## config.mk

```make
export PLATFORM = sky130hd
export DESIGN_NAME = execute_stage_flat
export DESIGN_NICKNAME = d
export VERILOG_FILES = /design/src/rtl/execute_stage_if.sv /design/src/rtl/execute_stage.sv /design/src/flat_wrapper.sv
export SDC_FILE = /design/constraint.sdc
export NUM_CORES = 2
export LEC_CHECK = 0
export ABC_CLOCK_PERIOD_IN_PS = 8400
export CAP_MARGIN = 20
export CORE_MARGIN = 5
export CORE_UTILIZATION = 30
export DETAILED_ROUTE_END_ITERATION = 8
export PLACE_DENSITY = 0.57
export SYNTH_ARGS = -nofsm -noshare
export SYNTH_HDL_FRONTEND = slang
export SYNTH_SLANG_ARGS = --single-unit
```

## constraint.sdc

```tcl
create_clock -name clk -period 8.4 [get_ports clk]
set_clock_uncertainty 0.2 [all_clocks]
set_input_delay 2.52 -clock clk [delete_from_list [all_inputs] [get_ports clk]]
set_output_delay 2.52 -clock clk [all_outputs]
set_load 0.03 [all_outputs]
```

## src/rtl/execute_stage_if.sv

```systemverilog
// Bundles the execute-stage bus: decode-side operands in, and EX/MEM register plus hazard/branch outputs.
// Inputs:  instr_i, pc_plus4_i, rs_data_i, rt_data_i, valid_i.
// Outputs: instr_o, alu_o, wd_o, valid_o, stall_o, branch_taken_o, branch_target_o, md_busy_o.
interface execute_stage_if;
    logic [31:0] instr_i;
    logic [31:0] pc_plus4_i;
    logic [31:0] rs_data_i;
    logic [31:0] rt_data_i;
    logic        valid_i;

    logic [31:0] instr_o;
    logic [31:0] alu_o;
    logic [31:0] wd_o;
    logic        valid_o;
    logic        stall_o;
    logic        branch_taken_o;
    logic [31:0] branch_target_o;
    logic        md_busy_o;

    // The execute stage itself.
    modport slave (
        input  instr_i, pc_plus4_i, rs_data_i, rt_data_i, valid_i,
        output instr_o, alu_o, wd_o, valid_o, stall_o,
               branch_taken_o, branch_target_o, md_busy_o
    );

    // Decode stage / memory stage side.
    modport master (
        output instr_i, pc_plus4_i, rs_data_i, rt_data_i, valid_i,
        input  instr_o, alu_o, wd_o, valid_o, stall_o,
               branch_taken_o, branch_target_o, md_busy_o
    );
endinterface

```

## src/rtl/execute_stage.sv

```systemverilog
// MIPS execute stage: ALU / effective address, beq/bne resolution, store-data forwarding, iterative mult/div with HI/LO.
// Latency: one cycle into the EX/MEM register; mult/div results land in HI/LO MD_CYCLES cycles after issue.
// Backpressure: stall_o (combinational) holds upstream while an mfhi/mflo/mult/div meets a busy unit; a bubble enters EX/MEM.
// Ports: clk, reset (sync, active-high), ex (execute_stage_if.slave) carrying the operand inputs and EX/MEM outputs.
module execute_stage #(
    parameter int unsigned MD_CYCLES = 32
) (
    input  logic           clk,
    input  logic           reset,
    execute_stage_if.slave ex
);
    localparam int CW = $clog2(MD_CYCLES + 1);

    localparam logic [5:0] OP_RTYPE = 6'h00;
    localparam logic [5:0] OP_BEQ   = 6'h04;
    localparam logic [5:0] OP_BNE   = 6'h05;
    localparam logic [5:0] OP_ADDI  = 6'h08;
    localparam logic [5:0] OP_ADDIU = 6'h09;
    localparam logic [5:0] OP_SLTI  = 6'h0A;
    localparam logic [5:0] OP_SLTIU = 6'h0B;
    localparam logic [5:0] OP_ANDI  = 6'h0C;
    localparam logic [5:0] OP_ORI   = 6'h0D;
    localparam logic [5:0] OP_XORI  = 6'h0E;
    localparam logic [5:0] OP_LUI   = 6'h0F;
    localparam logic [5:0] OP_LW    = 6'h23;
    localparam logic [5:0] OP_SW    = 6'h2B;

    localparam logic [5:0] FN_SLL   = 6'h00;
    localparam logic [5:0] FN_SRL   = 6'h02;
    localparam logic [5:0] FN_SRA   = 6'h03;
    localparam logic [5:0] FN_MFHI  = 6'h10;
    localparam logic [5:0] FN_MFLO  = 6'h12;
    localparam logic [5:0] FN_MULT  = 6'h18;
    localparam logic [5:0] FN_MULTU = 6'h19;
    localparam logic [5:0] FN_DIV   = 6'h1A;
    localparam logic [5:0] FN_DIVU  = 6'h1B;
    localparam logic [5:0] FN_ADD   = 6'h20;
    localparam logic [5:0] FN_ADDU  = 6'h21;
    localparam logic [5:0] FN_SUB   = 6'h22;
    localparam logic [5:0] FN_SUBU  = 6'h23;
    localparam logic [5:0] FN_AND   = 6'h24;
    localparam logic [5:0] FN_OR    = 6'h25;
    localparam logic [5:0] FN_XOR   = 6'h26;
    localparam logic [5:0] FN_NOR   = 6'h27;
    localparam logic [5:0] FN_SLT   = 6'h2A;
    localparam logic [5:0] FN_SLTU  = 6'h2B;

    // Instruction fields
    logic [5:0]  opcode;
    logic [5:0]  funct;
    logic [4:0]  shamt;
    logic [15:0] imm;
    logic [31:0] imm_sext;
    logic [31:0] imm_zext;
    logic [31:0] rs;
    logic [31:0] rt;

    assign opcode   = ex.instr_i[31:26];
    assign funct    = ex.instr_i[5:0];
    assign shamt    = ex.instr_i[10:6];
    assign imm      = ex.instr_i[15:0];
    assign imm_sext = {{16{imm[15]}}, imm};
    assign imm_zext = {16'h0000, imm};
    assign rs       = ex.rs_data_i;
    assign rt       = ex.rt_data_i;

    // Architectural and working state
    logic [31:0]   instr_q;
    logic [31:0]   alu_q;
    logic [31:0]   wd_q;
    logic          valid_q;
    logic [31:0]   hi_q;
    logic [31:0]   lo_q;
    logic          md_busy;
    logic [CW-1:0] md_cnt;
    logic          md_is_div;
    logic          md_neg_q;      // negate product / quotient at the end
    logic          md_neg_r;      // negate remainder (dividend was negative)
    logic          md_div0;
    logic [31:0]   md_dividend;   // raw dividend, returned as HI on divide by zero
    logic [31:0]   md_b;          // multiplicand / divisor magnitude
    logic [31:0]   md_acc;        // product high half / partial remainder
    logic [31:0]   md_sh;         // multiplier bits shifting out / quotient bits shifting in

    // Hazard and mult/div issue
    logic is_md_op;
    logic is_mf;
    logic stall;
    logic md_start;
    logic signed_op;

    assign is_md_op  = (opcode == OP_RTYPE) &&
                       ((funct == FN_MULT) || (funct == FN_MULTU) ||
                        (funct == FN_DIV)  || (funct == FN_DIVU));
    assign is_mf     = (opcode == OP_RTYPE) && ((funct == FN_MFHI) || (funct == FN_MFLO));
    assign stall     = ex.valid_i & md_busy & (is_md_op | is_mf);
    // A mult/div that reaches here unstalled implies the unit is idle.
    assign md_start  = ex.valid_i & is_md_op & ~stall;
    assign signed_op = (funct == FN_MULT) || (funct == FN_DIV);

    function automatic logic [31:0] mag(input logic [31:0] v, input logic is_signed);
        return (is_signed && v[31]) ? (32'd0 - v) : v;
    endfunction

    // Branch resolution
    logic beq_hit;
    logic bne_hit;

    assign beq_hit            = (opcode == OP_BEQ) && (rs == rt);
    assign bne_hit            = (opcode == OP_BNE) && (rs != rt);
    assign ex.branch_taken_o  = ex.valid_i & (beq_hit | bne_hit);
    assign ex.branch_target_o = ex.pc_plus4_i + {imm_sext[29:0], 2'b00};

    // ALU
    logic [31:0] alu;

    always_comb begin
        alu = 32'd0;
        case (opcode)
            OP_RTYPE: begin
                case (funct)
                    FN_SLL:          alu = rt << shamt;
                    FN_SRL:          alu = rt >> shamt;
                    FN_SRA:          alu = $unsigned($signed(rt) >>> shamt);
                    FN_MFHI:         alu = hi_q;
                    FN_MFLO:         alu = lo_q;
                    FN_ADD, FN_ADDU: alu = rs + rt;
                    FN_SUB, FN_SUBU: alu = rs - rt;
                    FN_AND:          alu = rs & rt;
                    FN_OR:           alu = rs | rt;
                    FN_XOR:          alu = rs ^ rt;
                    FN_NOR:          alu = ~(rs | rt);
                    FN_SLT:          alu = {31'd0, ($signed(rs) < $signed(rt))};
                    FN_SLTU:         alu = {31'd0, (rs < rt)};
                    default:         alu = 32'd0;   // mult/div and unknown functs
                endcase
            end
            OP_ADDI, OP_ADDIU,
            OP_LW, OP_SW:  alu = rs + imm_sext;
            OP_SLTI:       alu = {31'd0, ($signed(rs) < $signed(imm_sext))};
            OP_SLTIU:      alu = {31'd0, (rs < imm_sext)};
            OP_ANDI:       alu = rs & imm_zext;
            OP_ORI:        alu = rs | imm_zext;
            OP_XORI:       alu = rs ^ imm_zext;
            OP_LUI:        alu = {imm, 16'h0000};
            default:       alu = 32'd0;             // branches and unknown opcodes
        endcase
    end

    // One mult/div iteration. Multiply: shift-add with the multiplier retiring
    // out of md_sh's LSB while product bits shift into its MSB. Divide:
    // restoring, dividend bits leave md_sh's MSB and quotient bits enter its LSB.
    logic [32:0] mul_sum;
    logic [32:0] div_shift;
    logic [32:0] div_diff;
    logic [31:0] acc_nxt;
    logic [31:0] sh_nxt;
    logic [63:0] prod;
    logic [63:0] prod_fix;
    logic [31:0] q_fix;
    logic [31:0] r_fix;
    logic [31:0] res_hi;
    logic [31:0] res_lo;

    always_comb begin
        mul_sum   = {1'b0, md_acc} + (md_sh[0] ? {1'b0, md_b} : 33'd0);
        div_shift = {md_acc, md_sh[31]};
        div_diff  = div_shift - {1'b0, md_b};
        acc_nxt   = mul_sum[32:1];
        sh_nxt    = {mul_sum[0], md_sh[31:1]};
        if (md_is_div) begin
            if (!div_diff[32]) begin
                acc_nxt = div_diff[31:0];
                sh_nxt  = {md_sh[30:0], 1'b1};
            end else begin
                acc_nxt = div_shift[31:0];
                sh_nxt  = {md_sh[30:0], 1'b0};
            end
        end
        prod     = {acc_nxt, sh_nxt};
        prod_fix = md_neg_q ? (64'd0 - prod) : prod;
        q_fix    = md_neg_q ? (32'd0 - sh_nxt) : sh_nxt;
        r_fix    = md_neg_r ? (32'd0 - acc_nxt) : acc_nxt;
        res_hi   = prod_fix[63:32];
        res_lo   = prod_fix[31:0];
        if (md_is_div) begin
            if (md_div0) begin
                res_hi = md_dividend;
                res_lo = 32'hFFFF_FFFF;
            end else begin
                res_hi = r_fix;
                res_lo = q_fix;
            end
        end
    end

    always_ff @(posedge clk) begin
        if (reset) begin
            instr_q     <= 32'd0;
            alu_q       <= 32'd0;
            wd_q        <= 32'd0;
            valid_q     <= 1'b0;
            hi_q        <= 32'd0;
            lo_q        <= 32'd0;
            md_busy     <= 1'b0;
            md_cnt      <= '0;
            md_is_div   <= 1'b0;
            md_neg_q    <= 1'b0;
            md_neg_r    <= 1'b0;
            md_div0     <= 1'b0;
            md_dividend <= 32'd0;
            md_b        <= 32'd0;
            md_acc      <= 32'd0;
            md_sh       <= 32'd0;
        end else begin
            // EX/MEM register: bubble on stall or invalid input.
            if (ex.valid_i && !stall) begin
                instr_q <= ex.instr_i;
                alu_q   <= alu;
                wd_q    <= rt;
                valid_q <= 1'b1;
            end else begin
                instr_q <= 32'd0;
                alu_q   <= 32'd0;
                wd_q    <= 32'd0;
                valid_q <= 1'b0;
            end

            if (md_start) begin
                md_busy     <= 1'b1;
                md_cnt      <= '0;
                md_is_div   <= (funct == FN_DIV) || (funct == FN_DIVU);
                md_neg_q    <= signed_op & (rs[31] ^ rt[31]);
                md_neg_r    <= signed_op & rs[31];
                md_div0     <= (rt == 32'd0);
                md_dividend <= rs;
                md_b        <= mag(rt, signed_op);
                md_acc      <= 32'd0;
                md_sh       <= mag(rs, signed_op);
            end else if (md_busy) begin
                md_acc <= acc_nxt;
                md_sh  <= sh_nxt;
                md_cnt <= md_cnt + CW'(1);
                if (md_cnt == CW'(MD_CYCLES - 1)) begin
                    md_busy <= 1'b0;
                    hi_q    <= res_hi;
                    lo_q    <= res_lo;
                end
            end
        end
    end

    assign ex.instr_o   = instr_q;
    assign ex.alu_o     = alu_q;
    assign ex.wd_o      = wd_q;
    assign ex.valid_o   = valid_q;
    assign ex.stall_o   = stall;
    assign ex.md_busy_o = md_busy;
endmodule

```

## src/flat_wrapper.sv

```systemverilog
// flat-port wrapper written by rule: the top's interface ports become plain ports
module execute_stage_flat 
#(
    parameter int unsigned MD_CYCLES = 32
)
  (clk, reset, ex_instr_i, ex_pc_plus4_i, ex_rs_data_i, ex_rt_data_i, ex_valid_i, ex_instr_o, ex_alu_o, ex_wd_o, ex_valid_o, ex_stall_o, ex_branch_taken_o, ex_branch_target_o, ex_md_busy_o);
  execute_stage_if ex_i ();
  input  logic clk;
  input  logic reset;
  input wire logic [$bits(ex_i.instr_i)-1:0] ex_instr_i;
  input wire logic [$bits(ex_i.pc_plus4_i)-1:0] ex_pc_plus4_i;
  input wire logic [$bits(ex_i.rs_data_i)-1:0] ex_rs_data_i;
  input wire logic [$bits(ex_i.rt_data_i)-1:0] ex_rt_data_i;
  input wire logic [$bits(ex_i.valid_i)-1:0] ex_valid_i;
  output wire logic [$bits(ex_i.instr_o)-1:0] ex_instr_o;
  output wire logic [$bits(ex_i.alu_o)-1:0] ex_alu_o;
  output wire logic [$bits(ex_i.wd_o)-1:0] ex_wd_o;
  output wire logic [$bits(ex_i.valid_o)-1:0] ex_valid_o;
  output wire logic [$bits(ex_i.stall_o)-1:0] ex_stall_o;
  output wire logic [$bits(ex_i.branch_taken_o)-1:0] ex_branch_taken_o;
  output wire logic [$bits(ex_i.branch_target_o)-1:0] ex_branch_target_o;
  output wire logic [$bits(ex_i.md_busy_o)-1:0] ex_md_busy_o;
  assign ex_i.instr_i = ex_instr_i;
  assign ex_i.pc_plus4_i = ex_pc_plus4_i;
  assign ex_i.rs_data_i = ex_rs_data_i;
  assign ex_i.rt_data_i = ex_rt_data_i;
  assign ex_i.valid_i = ex_valid_i;
  assign ex_instr_o = ex_i.instr_o;
  assign ex_alu_o = ex_i.alu_o;
  assign ex_wd_o = ex_i.wd_o;
  assign ex_valid_o = ex_i.valid_o;
  assign ex_stall_o = ex_i.stall_o;
  assign ex_branch_taken_o = ex_i.branch_taken_o;
  assign ex_branch_target_o = ex_i.branch_target_o;
  assign ex_md_busy_o = ex_i.md_busy_o;
  execute_stage #(.MD_CYCLES(MD_CYCLES)) u_core (.clk(clk), .reset(reset), .ex(ex_i));
endmodule
```

==> reports/qor.yml <==
outcome: "finished clean"
fmax_ghz: 0.120
layout_common_cells: "nor2_1 (499), nand2_1 (430), a21oi_1 (365)"
fin_hold_ws_ns: 0.249
grt_pass1_wl_um: 235000
ctsHtreeMaxLevel: 2
die_w_um: 336
clockBufferDepth: 3
areaGrowthSynthToFinish_pct: 22.8
drive_gt1_frac: 0.114
ys_seq_area_frac: 0.188
power_mw: 4.83
cts_tree: "done"
reg2reg_from: "u_core.md_sh[31]"
path_class: "input pin to output port"
setup_viol: 0
max_slew.worst_pin.slew_ns: 1.12
crit_path_start: "ex_instr_i[0]"
drt-vias-per-instance: 5.87
cpPeakStageDelay_ns: 0.35
start_util: 0.303
root_buffer: "clkbuf_16"
cts.sink_count: 300
rows: 119
synth_fp_nets: 4824
globalplace.congestion: 1.07
die_area_um2: 113000
post-place-ws_ns: -1.04
dpl.hpwl_um: 127000
rsz0062_at_grt: "true"
gr-usage-all-layers: 0.277
first_pass_iters: 8
period_minus_slack_ns: 8.30
syn-cell-area_um2: 31900
die_h_um: 336
fillers: 11200
synth_ff_type: "dfxtp_1"
core_um2: 105000
syn_inst: 4408
crit_chain: "buf_8, ha_4, inv_2, fa_2, nor2b_2, o21ai_2, a21boi_2, o21ai_2, a21boi_2, o21ai_2, a21boi_2, o31ai_1, buf_4, a31oi_4, buf_6, a21oi_4, buf_6, o41ai_4, xor2_1, buf_4"
critPathLaunchType: "input pin"
cp_top_family: "compound AO/OA/AOI/OAI gates"
critical_path_required_ns: 5.68
arrival_ns: 5.58
async_reset_ff_frac: 0
drt_wl_total_um: 164000
yosys_warnings: 0
drcViolationCount: 0
finalWorstSetupSlack_ns: 0.101
dr_total_vias: 36000
grt_pass1_vias: 33900
fin_nets: 5124
hold_start: "u_core.md_dividend[19]"
first_iter_violations: 4352
finalHoldViolCount: 0
irDropWorstVdd_mv: 0.129
regArea_um2: 6010
num_io_pins: 263
clock_latency_ns: 0.62
port-buffer-count: 258
path_max_fanout: 3
hold_path.class: "flip-flop to flip-flop"
pwr_density_cell_nw_per_um2: 123
critPathBufInv: 6
wire_per_inst_um: 26.8
clk_pin_slew_worst_paths_ns: 0.06
final_common_cell: "nor2_1"
relSlewSlack: 0.252
p_leak_nw: 15.8
grt_remaining_overflow: 0
ys_seq_elements: 300
syn-mean-instance-area_um2: 7.24
post-route-util: 0.372
period_share: 0.988
multi_input_area_um2: 24500
max_cap_viol_count: 0
numCtsBuffers: 39
drtAntennaViolNets: 0
critPathCaptureType: "output port"
slew_violations: 0
synth_edf_count: 0
slowest_stage: "fa_2"
grt_max_degree: 129
ys_types: 93
antenna_found_initial: 8
[metrics by stage]
step | instances | cell area [µm²] | setup TNS, ns
after floorplan | 4408 | 31900 | 0
after global placement | 6023 | 37100 | -8.83
after detailed placement | 6024 | 37100 | -8.86
after CTS | 6116 | 38800 | 0
after global routing | 6129 | 39200 | -0.131
final | 6134 | 39200 | 0
[final cells by class]
| type | instances | area share |
|---|---|---|
| flip-flops and latches | 300 | 0.154 |
| repair buffers | 548 | 0.121 |
| diodes | 5 | 0.000319 |
| clock inverters | 23 | 0.00958 |
| inverters | 194 | 0.0186 |
| clock buffers | 48 | 0.0273 |
| multi-input cells | 3625 | 0.625 |
| well taps | 1391 | 0.0444 |
[kinds of logic (layout without fill, tap and decap cells)]
| kind of cell | after synthesis | after routing | synth area share |
|---|---|---|---|
| AO/OA/AOI/OAI | 1361 | 1361 | 0.278 |
| XOR/XNOR | 300 | 300 | 0.0826 |
| adder cells (fa/ha/maj) | 285 | 285 | 0.113 |
| buffers and inverters | 483 | 813 | 0.0576 |
| flip-flops | 300 | 300 | 0.188 |
| multiplexers | 198 | 198 | 0.0666 |
| other | 0 | 5 | 0 |
| AND/OR/NAND/NOR | 1481 | 1481 | 0.214 |
[worst register-to-register path, cell delays in order (launching register included)]
cell	delay, ns
dfxtp_1	0.53
inv_1	0.20
ha_1	0.28
fa_1	0.42
nand2b_1	0.22
a21o_1	0.23
a21oi_1	0.29
o21bai_2	0.23
o2bb2ai_4	0.23
xnor2_2	0.20
a21o_1	0.24
inv_1	0.10
ha_1	0.16
o21ai_0	0.11
or2_2	0.32
nand2b_1	0.22
or2_0	0.38
or2_2	0.38
nor2_1	0.36
nand4_1	0.21
or4_1	0.60
o21ai_1	0.22
xor2_1	0.27
nor2_1	0.06
a2111oi_0	0.43
nor3_1	0.10
[power by group]
part / switching [mW] / internal, mW
logic: 0.925 / 0.551
registers: 0.00404 / 1.44
clock network: 0.753 / 1.16
total: 1.68 / 3.15
[synth_stat cells, types with 68 or more instances]
cell      instances  area share
a211oi_1        107       0.025
a21o_1           70       0.016
a21oi_1         373       0.059
and2_1          121       0.024
clkbuf_1        243       0.029
dfxtp_1         300        0.19
ha_1            279        0.11
inv_1           188       0.022
mux2i_1         157       0.049
nand2_1         430       0.051
nand3_1          68       0.011
nor2_1          502       0.059
nor3_1           95       0.015
o21ai_0         300       0.047
xnor2_1         207       0.057
xor2_1           92       0.025
[what timing repair did]
item / 4_1_cts / 5_1_grt
setup endpoints to repair: 15 / 13
hold buffers: 0 / 0
gates resized for setup: 49 / 55
pin swaps: 26 / 40
setup buffers: 21 / 13
[worst paths after layout]
path | endpoint | slack (ns) | cells after the start
worst max-delay path | ex_branch_target_o[26] | 0.10 | 20
worst min-delay path | u_core.md_dividend[19] | 0.25 | 2
worst max register to register | u_core.hi_q[18] | 1.06 | 25
worst min register to register | u_core.md_dividend[19] | 0.25 | 2
[sequential cells by signal (all words and copies together) (netlist names), 6 cells and up]
register and flops:
u_core.ex.wd_o 32, u_core.md_cnt 6, u_core.ex.alu_o 32, u_core.md_b 32, u_core.md_dividend 32, u_core.ex.instr_o 32
u_core.lo_q 32, u_core.hi_q 32, u_core.md_sh 32, u_core.md_acc 32
[layer usage]
layer  GRT usage  part of all wire
met1       0.365              0.42
met2       0.424              0.42
met3      0.0578             0.091
met4       0.152             0.068
met5           0           0.00016
Note: power is estimated with default switching activity, not from simulation.
